===== config.mk =====
export PLATFORM = sky130hd
export DESIGN_NAME = manchester_decoder
export DESIGN_NICKNAME = d
export VERILOG_FILES = /design/src/rtl/manchester_pkg.sv /design/src/rtl/manchester_rx_sync.sv /design/src/rtl/manchester_decoder.sv
export SDC_FILE = /design/constraint.sdc
export NUM_CORES = 1
export LEC_CHECK = 0
export CAP_MARGIN = 20
export CELL_PAD_IN_SITES_DETAIL_PLACEMENT = 0
export CELL_PAD_IN_SITES_GLOBAL_PLACEMENT = 2
export CORE_MARGIN = 8
export CORE_UTILIZATION = 30
export DETAILED_ROUTE_END_ITERATION = 10
export HOLD_SLACK_MARGIN = 0.05
export PLACE_DENSITY = 0.75
export SLEW_MARGIN = 20
export SYNTH_ARGS = -nofsm -noshare
export SYNTH_HDL_FRONTEND = slang
export SYNTH_SLANG_ARGS = --single-unit
export TNS_END_PERCENT = 30

===== constraint.sdc =====
create_clock -name clk -period 3.97 [get_ports clk]
set_clock_uncertainty 0.1 [all_clocks]
set_input_delay 0.397 -clock clk [delete_from_list [all_inputs] [get_ports clk]]
set_output_delay 0.397 -clock clk [all_outputs]
set_load 0.05 [all_outputs]

===== src/rtl/manchester_pkg.sv =====
`timescale 1ns/1ps
// Shared state type and timing thresholds for the Manchester receive path.
// Thresholds are expressed in clk cycles as functions of the half-bit length.
package manchester_pkg;

    typedef enum logic {
        IDLE = 1'b0,
        DATA = 1'b1
    } state_t;

    localparam logic IDLE_LEVEL = 1'b0;

    function automatic int glitch_max(input int h);
        return h / 2;
    endfunction

    function automatic int mid_min(input int h);
        return (3 * h) / 2;
    endfunction

    function automatic int mid_max(input int h);
        return (5 * h) / 2;
    endfunction

    function automatic int arm_cycles(input int h);
        return 2 * h;
    endfunction

endpackage


===== src/rtl/manchester_rx_sync.sv =====
`timescale 1ns/1ps
// Two-flop synchroniser for the asynchronous line plus a history flop,
// giving the clean level and single-cycle edge strobes.
module manchester_rx_sync
    import manchester_pkg::*;
(
    input  logic clk,
    input  logic rst_n,
    input  logic i_clr,
    input  logic i_line,
    output logic o_s2,
    output logic o_edge,
    output logic o_rising
);

    logic r_s1;
    logic r_s2;
    logic r_s3;

    always_ff @(posedge clk or negedge rst_n) begin
        if (!rst_n) begin
            r_s1 <= IDLE_LEVEL;
            r_s2 <= IDLE_LEVEL;
            r_s3 <= IDLE_LEVEL;
        end else if (i_clr) begin
            r_s1 <= IDLE_LEVEL;
            r_s2 <= IDLE_LEVEL;
            r_s3 <= IDLE_LEVEL;
        end else begin
            r_s1 <= i_line;
            r_s2 <= r_s1;
            r_s3 <= r_s2;
        end
    end

    assign o_s2     = r_s2;
    assign o_edge   = r_s2 ^ r_s3;
    assign o_rising = r_s2 & ~r_s3;

endmodule


===== src/rtl/manchester_decoder.sv =====
`timescale 1ns/1ps
// Manchester (IEEE 802.3) receiver: arms after a quiet low line, locks on the
// start-bit mid edge, then samples each mid-bit transition into a shift register.
module manchester_decoder
    import manchester_pkg::*;
#(
    parameter int HALF_BIT_CYCLES = 4,
    parameter int DATA_BITS       = 8
) (
    input  logic                 clk,
    input  logic                 rst_n,
    input  logic                 enable,
    input  logic                 line_in,
    output logic [DATA_BITS-1:0] data_out,
    output logic                 data_valid,
    output logic                 frame_err,
    output logic                 busy
);

    localparam int H       = HALF_BIT_CYCLES;
    localparam int CNT_SAT = 3 * H;
    localparam int CW      = $clog2(CNT_SAT + 1);
    localparam int IW      = $clog2(arm_cycles(H) + 1);
    localparam int BW      = $clog2(DATA_BITS + 1);

    localparam logic [CW-1:0] GLITCH_MAX = CW'(glitch_max(H));
    localparam logic [CW-1:0] MID_MIN    = CW'(mid_min(H));
    localparam logic [CW-1:0] MID_MAX    = CW'(mid_max(H));
    localparam logic [CW-1:0] CNT_MAX    = CW'(CNT_SAT);
    localparam logic [IW-1:0] ARM_CYCLES = IW'(arm_cycles(H));
    localparam logic [BW-1:0] LAST_BIT   = BW'(DATA_BITS - 1);

    logic w_s2;
    logic w_edge;
    logic w_rising;

    state_t               r_state, w_state_nx;
    logic [CW-1:0]        r_cnt, w_cnt_nx;
    logic [IW-1:0]        r_idle_cnt, w_idle_nx;
    logic                 r_armed, w_armed_nx;
    logic [BW-1:0]        r_bit_cnt, w_bit_nx;
    logic [DATA_BITS-1:0] r_shift, w_shift_nx;
    logic [DATA_BITS-1:0] r_data;
    logic                 r_valid;
    logic                 r_err;
    logic                 w_done;
    logic                 w_err;
    logic                 w_rearm;

    manchester_rx_sync u_sync (
        .clk      (clk),
        .rst_n    (rst_n),
        .i_clr    (!enable),
        .i_line   (line_in),
        .o_s2     (w_s2),
        .o_edge   (w_edge),
        .o_rising (w_rising)
    );

    always_comb begin
        w_state_nx = r_state;
        w_cnt_nx   = (r_cnt == CNT_MAX) ? r_cnt : r_cnt + 1'b1;
        w_bit_nx   = r_bit_cnt;
        w_shift_nx = r_shift;
        w_done     = 1'b0;
        w_err      = 1'b0;
        w_rearm    = 1'b0;
        case (r_state)
            IDLE: begin
                if (w_rising && r_armed) begin
                    w_state_nx = DATA;
                    w_cnt_nx   = '0;
                    w_bit_nx   = '0;
                    w_rearm    = 1'b1;
                end
            end
            DATA: begin
                if (w_edge && r_cnt >= MID_MIN && r_cnt <= MID_MAX) begin
                    w_shift_nx = {r_shift[DATA_BITS-2:0], w_s2};
                    w_cnt_nx   = '0;
                    w_bit_nx   = r_bit_cnt + 1'b1;
                    w_done     = (r_bit_cnt == LAST_BIT);
                end else if ((w_edge && r_cnt < GLITCH_MAX) || r_cnt > MID_MAX) begin
                    w_err = 1'b1;
                end
                if (w_done || w_err) begin
                    w_state_nx = IDLE;
                    w_rearm    = 1'b1;
                end
            end
            default: w_state_nx = IDLE;
        endcase

        // The quiet-time count restarts from the cycle a frame ends, so the
        // low cycle that carried a final falling edge already counts.
        if (w_rearm)
            w_idle_nx = (w_s2 == IDLE_LEVEL) ? IW'(1) : '0;
        else if (w_s2 != IDLE_LEVEL)
            w_idle_nx = '0;
        else if (r_idle_cnt == ARM_CYCLES)
            w_idle_nx = r_idle_cnt;
        else
            w_idle_nx = r_idle_cnt + 1'b1;
        w_armed_nx = !w_rearm && (r_armed || (w_idle_nx == ARM_CYCLES));
    end

    always_ff @(posedge clk or negedge rst_n) begin
        if (!rst_n) begin
            r_state    <= IDLE;
            r_cnt      <= '0;
            r_idle_cnt <= '0;
            r_armed    <= 1'b0;
            r_bit_cnt  <= '0;
            r_shift    <= '0;
            r_data     <= '0;
            r_valid    <= 1'b0;
            r_err      <= 1'b0;
        end else if (!enable) begin
            // A violation detected in the cycle enable falls is still reported.
            r_state    <= IDLE;
            r_cnt      <= '0;
            r_idle_cnt <= '0;
            r_armed    <= 1'b0;
            r_bit_cnt  <= '0;
            r_shift    <= '0;
            r_valid    <= 1'b0;
            r_err      <= w_err;
        end else begin
            r_state    <= w_state_nx;
            r_cnt      <= w_cnt_nx;
            r_idle_cnt <= w_idle_nx;
            r_armed    <= w_armed_nx;
            r_bit_cnt  <= w_bit_nx;
            r_shift    <= w_shift_nx;
            r_valid    <= w_done;
            r_err      <= w_err;
            if (w_done)
                r_data <= w_shift_nx;
        end
    end

    assign data_out   = r_data;
    assign data_valid = r_valid;
    assign frame_err  = r_err;
    assign busy       = (r_state == DATA);

endmodule


After elaboration in Yosys (flattened, before gate mapping). Index checks and enable logic that the tools add are counted.

Register bits after elaboration: 35. Word-level logic and storage cells: 75.

Add/subtract/negate cells: 3. Magnitude comparators: 4. Equal/unequal tests: 6. Mux-type cells: 35. Bitwise operators: 4. Reductions and logical operators: 11.

Operators with widths (count): 4-bit two-way mux (11); 8-bit two-way mux (3); 1-bit two-way mux (17); 4-bit one-hot mux with 2 select lines (2); 4-bit by 1-bit adder with 4-bit output (second input constant) (3); 4-bit == test (second input constant) (3); 1-bit logical AND (5); 4-bit by 3-bit == test with 1-bit output (second input constant) (1); 4-bit by 3-bit greater-or-equal comparator with 1-bit output (second input constant) (1); 4-bit greater-than comparator (second input constant) (1); 4-bit less-or-equal comparator (second input constant) (1); 4-bit by 2-bit less-than comparator with 1-bit output (second input constant) (1); 1-bit one-hot mux with 2 select lines (2); 2-bit AND reduction (2); 1-bit logical OR (3); 3-bit by 2-bit != test with 1-bit output (second input constant) (1); 3-bit != test (second input constant) (1); 1-bit inverter (2); 1-bit AND (1); 1-bit logical NOT (1); 1-bit bitwise XOR (1).

Depth between registers and ports, before layout.
Depth after elaboration: 14. Gate-level depth with buffers: 7. Gate-level depth less buffers: 6.

Hierarchy. From an unflattened synthesis, not the netlist that was laid out.

Cell total of the unflattened synthesis: 161. Area, all modules: 1755.4 um2.

By module, submodules not included: manchester_decoder (instances 1, cells each 152, area each 1641.6 um2, sequential area each 800.8 um2); manchester_rx_sync (instances 1, cells each 9, area each 113.9 um2, sequential area each 75.1 um2).

Worst setup path before layout. No wires, ideal clock.

Kind: reg2reg. From: reg r_state, in the netlist busy. To: reg r_idle_cnt[2]. Library setup time: 0.086 ns. Data arrival time: 1.786 ns. Required time: 3.784 ns. Slack: 1.998 ns. Cell stages (with the launch flop): 7. Path buffers: 2. Clock period less this slack: 1.972 ns. Path through: dfrtp_1 -> buf_2 -> and3b_1 -> a22o_1 -> buf_6 -> a221o_1 -> nor3_1.

Word-level cells in the longest chain between the ends: 4.

Ends and longest elaborated chain: start, declared (RTL line manchester_decoder.sv:37) `state_t r_state, w_state_nx;`; start signal, assigned (RTL line manchester_decoder.sv:129) `r_state <= w_state_nx;`; 1-bit inverter; 1-bit one-hot mux with 2 select lines (*) (RTL line manchester_decoder.sv:68) `case (r_state)`; 4-bit two-way mux (*) (RTL line manchester_decoder.sv:96) `if (w_rearm)`; 4-bit two-way mux (*) (RTL line manchester_decoder.sv:118) `end else if (!enable) begin`; end signal, assigned (RTL line manchester_decoder.sv:131) `r_idle_cnt <= w_idle_nx;`; end, declared (RTL line manchester_decoder.sv:39) `logic [IW-1:0] r_idle_cnt, w_idle_nx;`.

Every way passes the cells marked *; elsewhere a longest branch is shown, timed or not. A chain may end at the register's enable or synchronous reset.

Final worst setup path.
From: reg u_sync.r_s2, in the netlist u_sync.o_s2. To: reg r_bit_cnt[2].

Word-level cells in the longest chain between the ends: 5.

Ends and longest elaborated chain: start, declared (RTL line manchester_rx_sync.sv:17) `logic r_s2;`; start signal, assigned (RTL line manchester_rx_sync.sv:31) `r_s2 <= r_s1;`; 1-bit bitwise XOR (RTL line manchester_rx_sync.sv:37) `assign o_edge = r_s2 ^ r_s3;`; 1-bit logical AND (2 in series) (RTL line manchester_decoder.sv:78) `if (w_edge && r_cnt >= MID_MIN && r_cnt <= MID_MAX) begin`; 3-bit by 2-bit != test with 1-bit output (no line); 2-bit AND reduction (no line) (*); end signal, assigned (RTL line manchester_decoder.sv:133) `r_bit_cnt <= w_bit_nx;`; end, declared (RTL line manchester_decoder.sv:41) `logic [BW-1:0] r_bit_cnt, w_bit_nx;`.

Marked as above.

==> reports/results.env <==
ROUTED_WIRELENGTH_UM=3235
CRIT_PATH_CELL_TRACE='ha_1 > and3b_1 > a22oi_1 > o21ai_0 > a32o_1'
SYNTH-SEQ-CELLS=35
SYNTH_FF_TYPE='dfrtp_1'
GRT_PASS1_VIAS=1232
SYNTHTOPCELLSBYAREA='dfrtp_1 52%, mux2i_1 10%, ha_1 5.2%'
NUMBER_OF_ANTENNA_VIOLATIONS_AT_THE_FIRST_CHECK_IN_GLOBAL_ROUTING=0
TIMING.SLEW.HEADROOM=0.6211
DIE-HEIGHT_UM=90.82
CLOCK_TREE_FROM_TRITONCTS='done'
FIN_CRIT_NS=2.222
SYNTH-SEQ-AREA-SHARE=0.5216
FINAL.PERIOD_UTILIZATION=0.5597
DRT_DRC=0
NUM_ROWS=27
GRT_SETUP_UNREPAIRED='no'
SYNTH.LARGEST_AREA_CELL='dfrtp_1'
FINALWEIGHTEDCONGESTION=0.7260
HP-CLASS='flip-flop to flip-flop'
SYNTH.CELL_AREA_UM2=1679
CLOCK_PATH_BUFFERS=2
H-TREE-DEPTH=2
FINAL_ANTENNA_NET_COUNT=0
PLACEDCELLCOUNT=235
MAPPEDNETLISTNETS=162
LAYOUT_COMMONEST_CELL='dfrtp_1'
BOUNDARYPINS=15
ENDPOINT_KIND='flip-flop'
WHS_ENDPOINT='u_sync.o_s2$_DFF_PN0_'
POST-SYNTH-TOP-AREA-FRACTION=0.5216
GLOBAL_ROUTE_WIRE_LENGTH_BEFORE_REPAIR_UM=5616
DP_WORST_SETUP_SLACK_NS=1.641
CRITICAL_PATH_REQUIRED_NS=4.04
MAXIMUM_CELL_STAGE_DELAY_ALONG_THE_CRITICAL_PATH_NS=0.49
START_UTIL=0.3068
FINAL_CELL_COUNT_NO_FILL=243
BUFFER_PORTS.INSERTED=14
SETUP.WORST_PATH.CLASS='flip-flop to flip-flop'
DIE_W_UM=90.82
PATH_MAX_FANOUT=9
VIAS_PER_CELL=4.691
HOLD_PATH_STARTPOINT='u_sync.r_s1$_DFF_PN0_'
WARNING_COUNT_FROM_THE_YOSYS_RUN=0
CLOCK_TREE.ROOT_CELL='clkbuf_8'
PLACE.DETAILED.HPWL_UM=2358
TIMING.FINAL.HOLD_VIOLATIONS=0
DETAILROUTE.VIA_COUNT=1140
CTSHOLDBUFFERS=0
SYNTHTOLAYOUTAREAGROWTH_PCT=19.67
FINAL-SETUP-VIOL-COUNT=0
WORSTSKEWPAIRLATENCY_NS=0.29
CLKTRANSATPATHREGS_NS=0.07
NUMBER_OF_ENABLE_TYPE_REGISTER_CELLS_IN_THE_SYNTHESIZED_NETLIST=0
WORSTREGTOREGCELLS=5
POST_CTS_SETUP_INSERTS=0
DRT_ITER0_MARKERS=42
TOP_LIBRARY_CELLS_BY_USAGE_IN_THE_LAYOUT_FILL_AND_TAPS_ASIDE='35 x dfrtp_1, 17 x inv_1, 17 x mux2i_1'
TOTAL_NEGATIVE_SETUP_SLACK_NS=0
SYNTH_CELL_TYPE_COUNT=34
CRITICAL_PATH.REG2REG.ENDPOINT='r_bit_cnt[2]$_DFFE_PN0P_'
TOTAL_GLOBAL_ROUTING_TRACK_UTILIZATION=0.08435
POWER.IR.VDD_WORST_uV=197.1
GRT_REMAINING_OVERFLOW=0
NUM-NETS-FINAL=181
SYN_AREA_PER_CELL_UM2=11.12
FINAL-MAX-SLEW-VIOLATION-COUNT=0
FIRST_PASS_ITERS=4
PIN_COUNT_OF_THE_BIGGEST_NET_ENTERING_GLOBAL_ROUTING=36
WORST_HOLD_PATH.NUM_CELLS=1
REG2REG_LAUNCH_POINT='u_sync.o_s2$_DFF_PN0_'
CTS.SINKS=35
AVGROUTEDWIREPERCELL_UM=13.31
SHARE_OF_CELLS_ABOVE_DRIVE_STRENGTH_1=0.07602
NUMBER_OF_RESIZED_INSTANCES_IN_THE_POST_CTS_REPAIR_STEP=0
DESIGN.CORE.AREA_UM2=5473
POSTSYNTHCELLCOUNT=151
SYNTH-ASYNC-RESET-RATIO=1.000
WORSTMARGINPINSLEW_NS=0.5684
CTS-BUFFERS-INSERTED=5
CAP_VIOL_MAX_COUNT=0
POWER_LEAKAGE_nW=0.8902
CRITPATHSLOWESTCELL='a22oi_1'
FLOORPLAN.DIE_AREA_UM2=8247
POWER_DENSITY_nW_PER_UM2=347.2
ACHIEVABLE-FREQUENCY_MHz=450.0
CRITICAL_PATH_ARRIVAL_NS=2.30
NUMBER_OF_DIODES_ADDED_FOR_ANTENNA_FIXING=0
FINAL_CRITICAL_PATH_SETUP_SLACK_NS=1.748
FF2FF_SETUP_SLACK_NS=1.75
OUTCOME='finished clean'
TIMING.CRITICAL_PATH.FROM_TYPE='flip-flop'
## worst max path at each step
stage	start	to	slack, ns	depth (start not counted)
2_1_floorplan	busy$_DFF_PN0_	r_idle_cnt[2]$_DFF_PN0_	2.00	6
3_3_place_gp	enable	data_out[7]$_DFFE_PN0P_	1.68	5
3_5_place_dp	enable	data_out[4]$_DFFE_PN0P_	1.64	5
4_1_cts	u_sync.o_s2$_DFF_PN0_	r_bit_cnt[0]$_DFFE_PN0P_	1.70	5
5_1_grt	u_sync.o_s2$_DFF_PN0_	r_bit_cnt[0]$_DFFE_PN0P_	1.49	5
6_report	u_sync.o_s2$_DFF_PN0_	r_bit_cnt[2]$_DFFE_PN0P_	1.75	5
## routing by layer
layer / track usage / part of all wire / vias to the layer above
met5: 0 / 0 / -
met4: 0.03274 / 0.015 / 0
met3: 0.03242 / 0.044 / 6
met2: 0.1431 / 0.49 / 18
met1: 0.09276 / 0.45 / 560
li1: - / - / 556
## Yosys cell counts (3+ instances only)
cell      instances
dfrtp_1          35
inv_1            17
mux2i_1          17
nor2b_1          10
ha_1              7
a21oi_1           6
nand3_1           6
and2_1            5
nand2b_1          5
nor2_1            5
o21ai_0           4
nand3b_1          3
nor3_1            3
## flip-flops by register name, indices dropped and copies added, names as in the netlist
signal / flops
r_idle_cnt: 4
u_sync.r_s1: 1
u_sync.o_s2: 1
frame_err: 1
busy: 1
r_shift: 8
data_valid: 1
r_armed: 1
u_sync.r_s3: 1
r_cnt: 4
data_out: 8
r_bit_cnt: 4
## layout make-up
type	count	area, um2
Timing Repair Buffer	16	155.1
Clock buffer	7	96.34
Sequential cell	35	875.8
Multi-Input combinational cell	95	720.7
Inverter	17	63.81
Clock inverter	1	7.507
Fill cell	567	3463
Tap cell	72	90.09
## power by group
part | switching [mW] | internal [mW] | leakage [nW]
clock network | 0.130 | 0.158 | 0.0505
logic | 0.0237 | 0.0165 | 0.399
registers | 0.00781 | 0.362 | 0.441
## worst max-delay path, delay by kind of cell, from the launching register on
kind | cells | cell delay [ns]
adders and majority gates | 1 | 0.36
AOI/OAI and AO/OA | 3 | 0.98
DFF | 1 | 0.47
and+or+nand+nor | 1 | 0.20
## kinds of logic (layout without fill, tap and decap cells)
family                     count (synthesis)  count (layout)  share of synthesized area
buffers and inverters                     21              41                    0.05290
AOI/OAI and AO/OA                         20              20                    0.07974
xor gates and xnor gates                   1               1                   0.005217
muxes                                     19              19                     0.1148
DFF                                       35              35                     0.5216
adders and majority gates                  7               7                    0.05216
and+or+nand+nor                           48              48                     0.1736
## per-stage QoR
stage          power, mW  cell area [um2]  utilization  hold slack, ns
6_report          0.6978             2009       0.3672          0.3773
4_1_cts           0.7094             2009       0.3672          0.3868
3_5_place_dp      0.4188             1906       0.3482          0.3700
3_3_place_gp      0.4170             1906       0.3482          0.3665
2_1_floorplan     0.3991             1679            -        0.001409
5_1_grt           0.7278             2009       0.3672          0.4086
(Power assumes the default switching activity.)
